## src/rtl/shifter_arbiter.sv

```systemverilog
// Two-requester arbiter in front of one shared shifter/extender.
// IDLE picks a winner, EXEC captures the shared unit's result, DONE holds it until the consumer acks.
module shifter_arbiter #(
   parameter bit RR_EN = 1'b1
) (
   input  logic        clk,
   input  logic        rst_n,
   input  logic        req0,
   input  logic        req1,
   input  logic [31:0] op0,
   input  logic [31:0] op1,
   input  logic [5:0]  amt0,
   input  logic [5:0]  amt1,
   input  logic [2:0]  typ0,
   input  logic [2:0]  typ1,
   input  logic        ext0,
   input  logic        ext1,
   output logic        gnt0,
   output logic        gnt1,
   output logic [31:0] sh_in,
   output logic [5:0]  sh_amt,
   output logic [2:0]  sh_t,
   output logic        sh_E,
   input  logic [31:0] sh_out,
   output logic [31:0] res,
   output logic        res_valid,
   output logic        res_err,
   output logic        res_id,
   input  logic        res_ack,
   output logic        busy,
   output logic [1:0]  state_dbg
);

   // Result handshake: res/res_err/res_id are meaningful while res_valid is high and
   // stay frozen until a clock edge sees res_valid && res_ack; res_ack is ignored otherwise.
   typedef enum logic [1:0] {
      IDLE = 2'd0,
      EXEC = 2'd1,
      DONE = 2'd2
   } state_t;

   state_t      state_q, state_d;
   logic        gnt0_q, gnt0_d;
   logic        gnt1_q, gnt1_d;
   logic [31:0] sh_in_q, sh_in_d;
   logic [5:0]  sh_amt_q, sh_amt_d;
   logic [2:0]  sh_t_q, sh_t_d;
   logic        sh_e_q, sh_e_d;
   logic [31:0] res_q, res_d;
   logic        res_valid_q, res_valid_d;
   logic        res_err_q, res_err_d;
   logic        res_id_q, res_id_d;
   logic        busy_q, busy_d;
   logic        last_q, last_d;

   logic        pick1;
   logic        illegal;

   // Requester 1 wins when alone, or on a round-robin tie when 0 was granted last.
   assign pick1   = !req0 || (req1 && RR_EN && !last_q);
   assign illegal = sh_e_q ? (sh_t_q >= 3'd6) : (sh_t_q == 3'd7);

   always_comb begin
      state_d     = state_q;
      gnt0_d      = 1'b0;
      gnt1_d      = 1'b0;
      sh_in_d     = sh_in_q;
      sh_amt_d    = sh_amt_q;
      sh_t_d      = sh_t_q;
      sh_e_d      = sh_e_q;
      res_d       = res_q;
      res_valid_d = res_valid_q;
      res_err_d   = res_err_q;
      res_id_d    = res_id_q;
      busy_d      = busy_q;
      last_d      = last_q;

      case (state_q)
         IDLE: begin
            if (req0 || req1) begin
               state_d  = EXEC;
               busy_d   = 1'b1;
               gnt0_d   = !pick1;
               gnt1_d   = pick1;
               res_id_d = pick1;
               last_d   = pick1;
               sh_in_d  = pick1 ? op1  : op0;
               sh_amt_d = pick1 ? amt1 : amt0;
               sh_t_d   = pick1 ? typ1 : typ0;
               sh_e_d   = pick1 ? ext1 : ext0;
            end
         end
         EXEC: begin
            state_d     = DONE;
            res_d       = illegal ? 32'd0 : sh_out;
            res_err_d   = illegal;
            res_valid_d = 1'b1;
         end
         DONE: begin
            if (res_ack) begin
               state_d     = IDLE;
               res_valid_d = 1'b0;
               busy_d      = 1'b0;
            end
         end
         default: begin
            state_d     = IDLE;
            res_valid_d = 1'b0;
            busy_d      = 1'b0;
         end
      endcase
   end

   always_ff @(posedge clk or negedge rst_n) begin
      if (!rst_n) begin
         state_q     <= IDLE;
         gnt0_q      <= 1'b0;
         gnt1_q      <= 1'b0;
         sh_in_q     <= 32'd0;
         sh_amt_q    <= 6'd0;
         sh_t_q      <= 3'd0;
         sh_e_q      <= 1'b0;
         res_q       <= 32'd0;
         res_valid_q <= 1'b0;
         res_err_q   <= 1'b0;
         res_id_q    <= 1'b0;
         busy_q      <= 1'b0;
         last_q      <= 1'b1;
      end else begin
         state_q     <= state_d;
         gnt0_q      <= gnt0_d;
         gnt1_q      <= gnt1_d;
         sh_in_q     <= sh_in_d;
         sh_amt_q    <= sh_amt_d;
         sh_t_q      <= sh_t_d;
         sh_e_q      <= sh_e_d;
         res_q       <= res_d;
         res_valid_q <= res_valid_d;
         res_err_q   <= res_err_d;
         res_id_q    <= res_id_d;
         busy_q      <= busy_d;
         last_q      <= last_d;
      end
   end

   assign gnt0      = gnt0_q;
   assign gnt1      = gnt1_q;
   assign sh_in     = sh_in_q;
   assign sh_amt    = sh_amt_q;
   assign sh_t      = sh_t_q;
   assign sh_E      = sh_e_q;
   assign res       = res_q;
   assign res_valid = res_valid_q;
   assign res_err   = res_err_q;
   assign res_id    = res_id_q;
   assign busy      = busy_q;
   assign state_dbg = state_q;

endmodule
```

## config.mk

```make
export PLATFORM = sky130hd
export DESIGN_NAME = shifter_arbiter
export DESIGN_NICKNAME = d
export VERILOG_FILES = /design/src/rtl/shifter_arbiter.sv
export SDC_FILE = /design/constraint.sdc
export NUM_CORES = 1
export LEC_CHECK = 0
export ABC_AREA = 1
export CAP_MARGIN = 0
export CORE_UTILIZATION = 57
export DETAILED_ROUTE_END_ITERATION = 8
export DONT_BUFFER_PORTS = 1
export PLACE_DENSITY = 0.79
export SLEW_MARGIN = 20
export SYNTH_ARGS = -nofsm -noshare
export SYNTH_HDL_FRONTEND = slang
export SYNTH_SLANG_ARGS = --single-unit
```

## constraint.sdc

```tcl
create_clock -name clk -period 2.8 [get_ports clk]
set_input_delay 0.42 -clock clk [delete_from_list [all_inputs] [get_ports clk]]
set_output_delay 0.42 -clock clk [all_outputs]
set_load 0.01 [all_outputs]
```

==> impl_metrics.prom <==
# TYPE chip_impl_metric gauge
chip_impl_info{name="outcome",value="completed"} 1
chip_impl_info{name="hold_end",value="res[13]$_DFFE_PN0P_"} 1
chip_impl_info{name="crit-reg2reg-launch",value="last_q$_DFFE_PN1P_"} 1
chip_impl_metric{name="crit_required",unit="ns"} 3.05
chip_impl_info{name="cts_tree",value="yes"} 1
chip_impl_metric{name="seq_total_area_yosys",unit="%"} 51.6
chip_impl_metric{name="synthCells",unit=""} 536
chip_impl_metric{name="regArea",unit="µm²"} 2080
chip_impl_metric{name="cp_max_fo",unit=""} 44
chip_impl_info{name="timing.critical_path.max_delay_family",value="simple AND/OR/NAND/NOR gates"} 1
chip_impl_metric{name="initialDrtViolationCount",unit=""} 135
chip_impl_metric{name="mappedNetlistArea",unit="µm²"} 4030
chip_impl_metric{name="ant_nets",unit=""} 0
chip_impl_metric{name="grt_pass1_wl",unit="µm"} 14400
chip_impl_info{name="synth.top_cells.by_area",value="sky130_fd_sc_hd__dfrtp_1, sky130_fd_sc_hd__nand2_1, sky130_fd_sc_hd__nand3_1, sky130_fd_sc_hd__inv_1, sky130_fd_sc_hd__o21ai_0"} 1
chip_impl_metric{name="total_number_of_placement_rows",unit=""} 30
chip_impl_metric{name="ys_types",unit=""} 19
chip_impl_info{name="unrepaired_setup_endpoints_after_global_routing",value="false"} 1
chip_impl_metric{name="synth_top_area_share",unit="%"} 50.9
chip_impl_metric{name="flow.area_growth_from_synthesis",unit="%"} 5.99
chip_impl_info{name="holdCritStartpoint",value="sh_out[13]"} 1
chip_impl_metric{name="worst_slew_pin_slew",unit="ns"} 0.781
chip_impl_metric{name="fmax",unit="MHz"} 537
chip_impl_info{name="cpMaxStageDelayCell",value="sky130_fd_sc_hd__dfstp_2"} 1
chip_impl_metric{name="finalWorstPathRequiredPeriod",unit="ns"} 1.86
chip_impl_metric{name="layout_setup_ws",unit="ns"} 0.939
chip_impl_metric{name="syn_avg_cell_area",unit="µm²"} 7.52
chip_impl_metric{name="design.core.area",unit="µm²"} 6790
chip_impl_metric{name="yosys_warnings",unit=""} 0
chip_impl_metric{name="detail_route.first_pass.iterations",unit=""} 4
chip_impl_info{name="setup.worst_path.class",value="reg -> reg"} 1
chip_impl_metric{name="cts-resized-gates",unit=""} 0
chip_impl_metric{name="die_width",unit="µm"} 86.1
chip_impl_metric{name="worstSetupPathDepth",unit=""} 6
chip_impl_metric{name="timing.clock.skew",unit="ns"} 0.0107
chip_impl_metric{name="place_hpwl",unit="µm"} 6320
chip_impl_metric{name="synth_nets",unit=""} 657
chip_impl_metric{name="critical_path.n_buffers_inverters",unit=""} 2
chip_impl_metric{name="leakagePower",unit="nW"} 2.43
chip_impl_info{name="rr_endpoint",value="last_q$_DFFE_PN1P_"} 1
chip_impl_metric{name="antenna_cells_inserted",unit=""} 0
chip_impl_metric{name="detail_route.drc_violations",unit=""} 0
chip_impl_metric{name="die-height",unit="µm"} 86.1
chip_impl_metric{name="globalRouteTotalUtil",unit="%"} 25.2
chip_impl_info{name="post-synth-top-area-cell",value="sky130_fd_sc_hd__dfrtp_1"} 1
chip_impl_metric{name="port_buffers",unit=""} 0
chip_impl_metric{name="top_level_ports",unit=""} 203
chip_impl_metric{name="reg2regPathDepth",unit=""} 6
chip_impl_metric{name="max_slew_margin_vs_limit",unit="%"} 47.8
chip_impl_metric{name="slowest_delay",unit="ns"} 0.52
chip_impl_info{name="critical_path.endpoint_type",value="flop"} 1
chip_impl_metric{name="dp_slack",unit="ns"} 0.922
chip_impl_metric{name="total_clock_buffers_created_by_cts",unit=""} 9
chip_impl_info{name="cts_root_buffer",value="sky130_fd_sc_hd__clkbuf_8"} 1
chip_impl_metric{name="floorplan.initialDensity",unit="%"} 59.3
chip_impl_info{name="final_common_cell",value="sky130_fd_sc_hd__nand2_1"} 1
chip_impl_metric{name="clk_pin_slew_worst_paths",unit="ns"} 0.08
chip_impl_metric{name="grt_pass1_vias",unit=""} 3143
chip_impl_metric{name="largest_net_degree_at_the_start_of_global_routing",unit=""} 84
chip_impl_metric{name="cts_htree_levels",unit=""} 3
chip_impl_metric{name="setup_viol_count_final",unit=""} 0
chip_impl_metric{name="antenna_found_initial",unit=""} 0
chip_impl_metric{name="global_route.overflow_total",unit=""} 0
chip_impl_metric{name="drive_gt1_share",unit="%"} 5.85
chip_impl_metric{name="min_path_cells",unit=""} 2
chip_impl_metric{name="gp_congestion",unit=""} 0.853
chip_impl_metric{name="avgRoutedWirePerCell",unit="µm"} 14.9
chip_impl_info{name="holdCritPathClass",value="in -> reg"} 1
chip_impl_metric{name="final_nets",unit=""} 646
chip_impl_info{name="timing.critical_path.mode_cell",value="sky130_fd_sc_hd__nand2_1"} 1
chip_impl_metric{name="timing.final.hold_violations",unit=""} 0
chip_impl_metric{name="finalCritPeriodShare",unit="%"} 66.5
chip_impl_info{name="timing.critical_path.from_type",value="flop"} 1
chip_impl_metric{name="numClockSinks",unit=""} 83
chip_impl_metric{name="reg2reg_slack",unit="ns"} 0.94
chip_impl_metric{name="fp.dieArea",unit="µm²"} 7410
chip_impl_metric{name="timing.max_cap.violations",unit=""} 0
chip_impl_metric{name="crit_arrival",unit="ns"} 2.12
chip_impl_info{name="cp_cell_sequence",value="inv_1, nand2_1, buf_4, nand2_2, nand2_1, o21ai_0"} 1
chip_impl_metric{name="postRouteWirelength",unit="µm"} 9350
chip_impl_metric{name="multi_input_comb_area",unit="µm²"} 1420
chip_impl_metric{name="total_power_divided_by_cell_area",unit="nW/µm²"} 1150
chip_impl_metric{name="ctsLongestPathBuffers",unit=""} 2
chip_impl_metric{name="filler_cell_count",unit=""} 584
chip_impl_metric{name="tns",unit="ns"} 0
chip_impl_metric{name="clk_latency",unit="ns"} 0.34
chip_impl_info{name="most-common-layout-cells",value="sky130_fd_sc_hd__nand2_1, sky130_fd_sc_hd__inv_1, sky130_fd_sc_hd__nand3_1"} 1
chip_impl_metric{name="detailroute.via_count",unit=""} 3354
chip_impl_metric{name="register_bit_count_reported_by_yosys",unit=""} 83
chip_impl_metric{name="vias_per_cell",unit=""} 5.36
chip_impl_metric{name="drv_slew",unit=""} 0
chip_impl_metric{name="ir_drop",unit="mV"} 0.539
-- synthesized netlist by cell type --
cell type                  number
sky130_fd_sc_hd__nor2_2         1
sky130_fd_sc_hd__o21ai_0       26
sky130_fd_sc_hd__buf_1          3
sky130_fd_sc_hd__clkbuf_1       3
sky130_fd_sc_hd__clkbuf_2       2
sky130_fd_sc_hd__nor2_1         3
sky130_fd_sc_hd__buf_4          6
sky130_fd_sc_hd__buf_2         11
sky130_fd_sc_hd__nor2_8         1
sky130_fd_sc_hd__inv_1         91
sky130_fd_sc_hd__dfstp_2        1
sky130_fd_sc_hd__o21ai_1        4
sky130_fd_sc_hd__nand2_2        2
sky130_fd_sc_hd__buf_6          4
sky130_fd_sc_hd__nand2_1      201
sky130_fd_sc_hd__nand3_1       91
sky130_fd_sc_hd__dfrtp_1       82
sky130_fd_sc_hd__nor2_4         1
sky130_fd_sc_hd__inv_2          3
-- state kept, by name, indices dropped and copies added, names as in the netlist --
register,cells
sh_E,1
sh_t,3
busy,1
gnt0,1
res,32
state_dbg,2
res_id,1
sh_amt,6
res_err,1
gnt1,1
res_valid,1
last_q,1
sh_in,32
-- metal layers --
metal	GRT usage (%)	up-vias	wire length, µm
li1	-	1598	-
met3	7.12	19	809
met4	10.2	0	165
met5	0	-	0
met1	29.3	1559	3840
met2	43.7	178	4540
-- where the power goes --
group / switching [W] / internal, W / total (W)
Sequential: 0.000731 / 0.00179 / 0.00252
Combinational: 0.000963 / 0.000476 / 0.00144
Clock: 0.000450 / 0.000509 / 0.000959
-- kinds of logic after synthesis --
kind of cell / count (synthesis) / share of synthesized area [%]
AND/OR/NAND/NOR: 300 / 31.5
flip-flops: 83 / 51.6
AO/OA/AOI/OAI: 30 / 3.73
buffers and inverters: 123 / 13.2
-- how the worst max path moves through the flow --
stage                  startpoint                 end  slack (ns)
2_1_floorplan  last_q$_DFFE_PN1P_    sh_E$_DFFE_PN0P_        1.51
3_3_place_gp   last_q$_DFFE_PN1P_  last_q$_DFFE_PN1P_        0.98
3_5_place_dp   last_q$_DFFE_PN1P_  last_q$_DFFE_PN1P_        0.92
4_1_cts        last_q$_DFFE_PN1P_  last_q$_DFFE_PN1P_        0.91
5_1_grt        last_q$_DFFE_PN1P_  last_q$_DFFE_PN1P_        0.75
6_report       last_q$_DFFE_PN1P_  last_q$_DFFE_PN1P_        0.94
-- cell type report --
| type | instances | share of cell area [%] |
|---|---|---|
| clock buffer | 9 | 2.90 |
| clock inverter | 7 | 2.34 |
| inverter | 94 | 8.26 |
| multi-input combinational | 330 | 33.3 |
| sequential | 83 | 48.7 |
| tap | 96 | 2.81 |
| timing repair buffer | 7 | 1.76 |
-- what timing repair did --
| item | in CTS | in global routing |
|---|---|---|
| buffers inserted | 0 | 0 |
| hold buffers | 2 | 0 |
| hold endpoints to repair | 83 | 0 |
-- through the flow --
stage          instances  power, W  area (µm²)  utilization, %  hold WS [ns]
6_report             626   0.00492        4270            62.9         0.215
5_1_grt              626   0.00528        4270            62.9         0.201
4_1_cts              626   0.00497        4270            62.9         0.197
3_5_place_dp         608   0.00396        4010            59.0         0.126
3_3_place_gp         608   0.00389        4010            59.0         0.126
2_1_floorplan        536   0.00364        4030               -         0.124
(Power assumes the default switching activity.)
